===== src/rtl/tlb_lookup.sv =====
// Fully-associative TLB. A hit responds one cycle after acceptance. A miss stalls in MISS until the handler fills.
// Optional TLB_FLUSH_EN adds a flush port that invalidates every entry.
module tlb_lookup #(
    parameter int ENTRIES   = 8,
    parameter int PAGE_BITS = 12
) (
    input  logic        clk,
    input  logic        reset,
    input  logic        req_valid,
    input  logic [31:0] req_vaddr,
    output logic        req_ready,
    output logic        resp_valid,
    output logic [31:0] resp_paddr,
    output logic        resp_hit,
    output logic        tlb_miss_detected,
    output logic [31:0] virtual_address,
    input  logic        tlb_update,
    input  logic [31:0] physical_address
`ifdef TLB_FLUSH_EN
    ,
    input  logic        flush
`endif
);

    localparam int VPN_W = 32 - PAGE_BITS;
    localparam int IDX_W = $clog2(ENTRIES);

    typedef enum logic {S_IDLE = 1'b0, S_MISS = 1'b1} state_t;

    state_t             r_state;
    state_t             w_state_nxt;
    logic [ENTRIES-1:0] r_valid;
    logic [VPN_W-1:0]   r_vpn [ENTRIES];
    logic [VPN_W-1:0]   r_ppn [ENTRIES];
    logic [IDX_W-1:0]   r_rr;
    logic               r_resp_valid;
    logic [31:0]        r_resp_paddr;
    logic               r_resp_hit;
    logic [31:0]        r_vaddr;

    logic               w_flush;
    logic               w_accept;
    logic               w_fill;
    logic               w_hit;
    logic [VPN_W-1:0]   w_hit_ppn;
    logic               w_has_free;
    logic [IDX_W-1:0]   w_free_idx;
    logic [IDX_W-1:0]   w_victim;
    logic [VPN_W-1:0]   w_req_vpn;
    logic [VPN_W-1:0]   w_fill_ppn;
    logic               w_unused;

`ifdef TLB_FLUSH_EN
    assign w_flush = flush;
`else
    assign w_flush = 1'b0;
`endif

    assign w_accept   = req_valid & req_ready;
    assign w_fill     = (r_state == S_MISS) & tlb_update;
    assign w_req_vpn  = req_vaddr[31:PAGE_BITS];
    assign w_fill_ppn = physical_address[31:PAGE_BITS];
    assign w_unused   = ^physical_address[PAGE_BITS-1:0];

    always_comb begin
        w_hit     = 1'b0;
        w_hit_ppn = '0;
        for (int i = 0; i < ENTRIES; i++) begin
            if (r_valid[i] && (r_vpn[i] == w_req_vpn)) begin
                w_hit     = 1'b1;
                w_hit_ppn = r_ppn[i];
            end
        end
    end

    // Descending scan so the lowest-index free entry is the one that sticks.
    always_comb begin
        w_has_free = 1'b0;
        w_free_idx = '0;
        for (int i = ENTRIES - 1; i >= 0; i--) begin
            if (!r_valid[i]) begin
                w_has_free = 1'b1;
                w_free_idx = IDX_W'(i);
            end
        end
    end

    // A flush sharing the edge with a fill empties the table first, so the fill lands in entry 0.
    assign w_victim = w_flush ? '0 : (w_has_free ? w_free_idx : r_rr);

    always_ff @(posedge clk or posedge reset) begin
        if (reset) r_state <= S_IDLE;
        else       r_state <= w_state_nxt;
    end

    always_comb begin
        w_state_nxt = r_state;
        case (r_state)
            S_IDLE:  if (w_accept && !w_hit) w_state_nxt = S_MISS;
            S_MISS:  if (tlb_update)         w_state_nxt = S_IDLE;
            default: w_state_nxt = S_IDLE;
        endcase
    end

    always_comb begin
        req_ready         = (r_state == S_IDLE);
        tlb_miss_detected = (r_state == S_MISS);
    end

    always_ff @(posedge clk or posedge reset) begin
        if (reset) begin
            r_valid <= '0;
            r_rr    <= '0;
            for (int i = 0; i < ENTRIES; i++) begin
                r_vpn[i] <= '0;
                r_ppn[i] <= '0;
            end
        end else begin
            if (w_flush) begin
                r_valid <= '0;
                r_rr    <= '0;
            end
            if (w_fill) begin
                r_valid[w_victim] <= 1'b1;
                r_vpn[w_victim]   <= r_vaddr[31:PAGE_BITS];
                r_ppn[w_victim]   <= w_fill_ppn;
                if (!w_flush && !w_has_free) r_rr <= r_rr + 1'b1;
            end
        end
    end

    always_ff @(posedge clk or posedge reset) begin
        if (reset) begin
            r_resp_valid <= 1'b0;
            r_resp_paddr <= '0;
            r_resp_hit   <= 1'b0;
            r_vaddr      <= '0;
        end else begin
            r_resp_valid <= 1'b0;
            if (w_accept && w_hit) begin
                r_resp_valid <= 1'b1;
                r_resp_paddr <= {w_hit_ppn, req_vaddr[PAGE_BITS-1:0]};
                r_resp_hit   <= 1'b1;
            end else if (w_accept) begin
                r_vaddr      <= req_vaddr;
            end else if (w_fill) begin
                r_resp_valid <= 1'b1;
                r_resp_paddr <= {w_fill_ppn, r_vaddr[PAGE_BITS-1:0]};
                r_resp_hit   <= 1'b0;
            end
        end
    end

    assign resp_valid      = r_resp_valid;
    assign resp_paddr      = r_resp_paddr;
    assign resp_hit        = r_resp_hit;
    assign virtual_address = r_vaddr;

endmodule


===== config.mk =====
export PLATFORM = sky130hd
export DESIGN_NAME = tlb_lookup
export DESIGN_NICKNAME = d
export VERILOG_FILES = /design/src/rtl/tlb_lookup.sv
export SDC_FILE = /design/constraint.sdc
export NUM_CORES = 1
export LEC_CHECK = 0
export ABC_CLOCK_PERIOD_IN_PS = 30900
export BUFFER_PORTS_ARGS = -buffer_cell sky130_fd_sc_hd__buf_4
export CORE_MARGIN = 2
export CORE_UTILIZATION = 41
export CTS_CLUSTER_SIZE = 25
export DETAILED_ROUTE_END_ITERATION = 16
export SYNTH_ARGS = -nofsm -noshare
export SYNTH_HDL_FRONTEND = slang
export SYNTH_SLANG_ARGS = --single-unit

===== constraint.sdc =====
create_clock -name clk -period 30.9 [get_ports clk]
set_input_delay 1.545 -clock clk [delete_from_list [all_inputs] [get_ports clk]]
set_output_delay 1.545 -clock clk [all_outputs]
set_load 0.005 [all_outputs]

==> metrics.log <==
[metrics] number of buffers created by CTS: 43
[metrics] largest cells by area after synthesis: sky130_fd_sc_hd__dfrtp_1 (54%), sky130_fd_sc_hd__mux2_2 (22%), sky130_fd_sc_hd__xnor2_1 (5.6%)
[metrics] Lkg Pwr: 9.47 nW
[metrics] cell count after synthesis: 1,410
[metrics] number of distinct library cells after synthesis: 49
[metrics] GR Overflow Total: 0
[metrics] fraction of final layout cells with drive strength greater than 1: 38.8%
[metrics] wire length per cell: 23.1 um
[metrics] buffer cell driving the clock tree root: sky130_fd_sc_hd__clkbuf_16
[metrics] max capacitance violation total: 0
[metrics] Port Buf Inserts: 123
[metrics] worst hold path class: reg2reg
[metrics] iteration-0 DRC count of the detailed router: 781
[metrics] max-slew violations: 0
[metrics] clock period minus worst slack: 5130 ps
[metrics] Antenna Cells: 0
[metrics] final setup TNS: 0 ps
[metrics] Startpoint Class: input port
[metrics] number of storage elements in the synthesis netlist: 398
[metrics] final-report hold violation count: 0
[metrics] clock latency of the later-clocked register in the worst-skew pair: 560 ps
[metrics] width of the die: 216 um
[metrics] initial core utilization: 41.6%
[metrics] transition time of the tightest slew-check pin: 1210 ps
[metrics] yosys warns: 0
[metrics] Placer Congestion: 0.740
[metrics] CTS H-tree lvls: 2
[metrics] Setup crit end kind: flip-flop
[metrics] total length of routed wires: 49,200 um
[metrics] Post-synth EDFFs: 0
[metrics] global-route usage over all layers: 21.4%
[metrics] number of clock sinks seen by CTS: 398
[metrics] wire length of the first global-routing pass: 76,500 um
[metrics] post-detailed-route count of antenna-violating nets: 0
[metrics] largest area contributor in the synthesized netlist: sky130_fd_sc_hd__dfrtp_1
[metrics] result of the run: finished clean
[metrics] share of the synthesized area in the top cell type: 54.1%
[metrics] number of cells upsized or downsized after cts: 0
[metrics] worst-path maximum fanout: 20
[metrics] Hold Buf Count CTS: 0
[metrics] Post-layout nets: 1,574
[metrics] endpoint arrival time on the critical path: 5610 ps
[metrics] Post-CTS Repair Setup Buffers: 0
[metrics] period utilization: 16.6%
[metrics] switch share: 29.3%
[metrics] data required time at the worst endpoint: 31,380 ps
[metrics] highest achievable clock rate: 0.195 GHz
[metrics] initial antenna violation count: 0
[metrics] routed vias/inst: 5.58
[metrics] maximum clock path buffer count: 3
[metrics] most used flip-flop cell after synthesis: sky130_fd_sc_hd__dfrtp_1
[metrics] Rows: 77
[metrics] critical path type: in2reg
[metrics] net switching power of the design: 0.557 mW
[metrics] total setup violations reported at the end of the flow: 0
[metrics] placeable core area: 0.0442 mm^2
[metrics] combinational cell fraction of total power: 27.4%
[metrics] normalized max-slew margin: 19.3%
[metrics] leading cell types by count after synthesis: sky130_fd_sc_hd__dfrtp_1 (398), sky130_fd_sc_hd__mux2_2 (352), sky130_fd_sc_hd__xnor2_1 (117)
[metrics] clock tree from TritonCTS: yes
[metrics] Finished Core Util: 48.1%
[metrics] sequential element share of the synthesized area: 54.1%
[metrics] Power per Cell Area: 89.5 mW/mm^2
[metrics] die boundary height: 216 um
[metrics] Clock Skews: 24.0 ps
[metrics] clock share of power: 26.2%
[metrics] VDD IR max: 0.0400 mV
[metrics] combined area of all synthesized cells: 0.0184 mm^2
[metrics] boundary pin count: 136
[metrics] FFs w/ async S/R, synth: 100%
[metrics] clock input transition at the sequential cells of the worst setup and hold paths: 60 ps
[metrics] average footprint of a synthesized cell: 13.1 um^2
[metrics] count of unresolved DRC violations after routing: 0
[metrics] maximum number of pins on one net before global-route repair: 124
[metrics] area added between synthesis and finish: 15.5%
[metrics] vias in the first global route: 12.3k
[metrics] first-pass iteration count of the detailed router: 7
[metrics] most frequent cell after synthesis: sky130_fd_sc_hd__dfrtp_1
[metrics] Mapped Nets: 1,479
[metrics] RSZ-0062 raised after global routing: no
[metrics] internal power contribution: 1.35 mW
[metrics] DPL Wire Length: 30,100 um
[metrics] Vias: 11.9k
[metrics] die area: 0.0466 mm^2
[metrics] sequential share of power: 46.5%
[cell usage in the layout (no fill, tap or decap), drive strengths merged, types with 28 or more instances in the layout]
| cell type | count |
|---|---|
| dfrtp | 398 |
| mux2 | 353 |
| buf | 151 |
| xnor2 | 117 |
| clkbuf | 68 |
| xor2 | 45 |
| nor2 | 39 |
| a221oi | 36 |
| nand2 | 33 |
| and3 | 31 |
| nand3 | 31 |
| nand4 | 28 |
[power by group through the flow]
stage,Combinational [mW],Sequential (mW),Clock (mW)
2_1_floorplan,0.398,0.851,0
3_3_place_gp,0.510,0.880,0
3_5_place_dp,0.524,0.892,0
4_1_cts,0.527,0.883,0.511
5_1_grt,0.567,0.913,0.534
6_report,0.521,0.885,0.498
[critical path, stage by stage]
cell and delay (ps):
sky130_fd_sc_hd__buf_4 190, sky130_fd_sc_hd__xor2_1 180, sky130_fd_sc_hd__nor4_1 660, sky130_fd_sc_hd__and3_1 880, sky130_fd_sc_hd__and2_1 250, sky130_fd_sc_hd__nand2b_1 910, sky130_fd_sc_hd__o31ai_1 210, sky130_fd_sc_hd__a221oi_1 560
sky130_fd_sc_hd__a21o_1 200
[routing by layer]
layer	track usage [%]	part of all wire, %	wire [um]	up-vias
li1	-	-	-	5284
met1	30.1	46	22800	6245
met2	34.2	46	22700	271
met3	3.96	5.3	2630	74
met4	5.66	2.1	1020	0
met5	0	0	0	-
[final cells by class]
class	instances	area, um^2
repair buffers	151	1130
clock buffers	68	1320
fillers	3929	23000
multi-input cells	905	8020
clock inverters	9	60.1
flip-flops and latches	398	9960
inverters	6	30.0
well taps	592	741
[kinds of logic after synthesis]
kind of cell	share of synthesized area (%)
and+or+nand+nor	7.33
AOI/OAI and AO/OA	6.42
buffers and inverters	2.56
adders and majority gates	0.0680
DFF	54.1
muxes	21.8
xor gates and xnor gates	7.71
[metrics by stage]
stage | power [mW] | instance area (um^2) | hold slack, ps | setup WS, ps | cells
2_1_floorplan | 1.25 | 18400 | 445 | 18290 | 1410
3_3_place_gp | 1.39 | 19900 | 467 | 25310 | 2052
4_1_cts | 1.92 | 21300 | 482 | 25840 | 2129
6_report | 1.90 | 21300 | 479 | 25770 | 2129
3_5_place_dp | 1.42 | 19900 | 474 | 25280 | 2052
5_1_grt | 2.01 | 21300 | 508 | 25700 | 2129
[state kept, by name (all words and copies together) (netlist names)]
signal	count
resp_valid	1
r_valid	8
resp_hit	1
r_rr	3
virtual_address	32
r_ppn	160
resp_paddr	32
tlb_miss_detected	1
r_vpn	160
[path summary, 6_finish.rpt]
| check | start | endpoint | slack, ps | depth (start not counted) |
|---|---|---|---|---|
| worst min-delay path | r_rr[2] | r_rr[2] | 480 | 1 |
| worst max-delay path | req_vaddr[16] | resp_paddr[26] | 25770 | 9 |
| worst min register to register | r_rr[2] | r_rr[2] | 480 | 1 |
| worst max register to register | r_vpn[84] | resp_paddr[26] | 26620 | 8 |
| min in group asynchronous | reset | r_vpn[147] | 1190 | 2 |
| max in group asynchronous | reset | resp_paddr[16] | 27360 | 4 |
(Power assumes the default switching activity.)
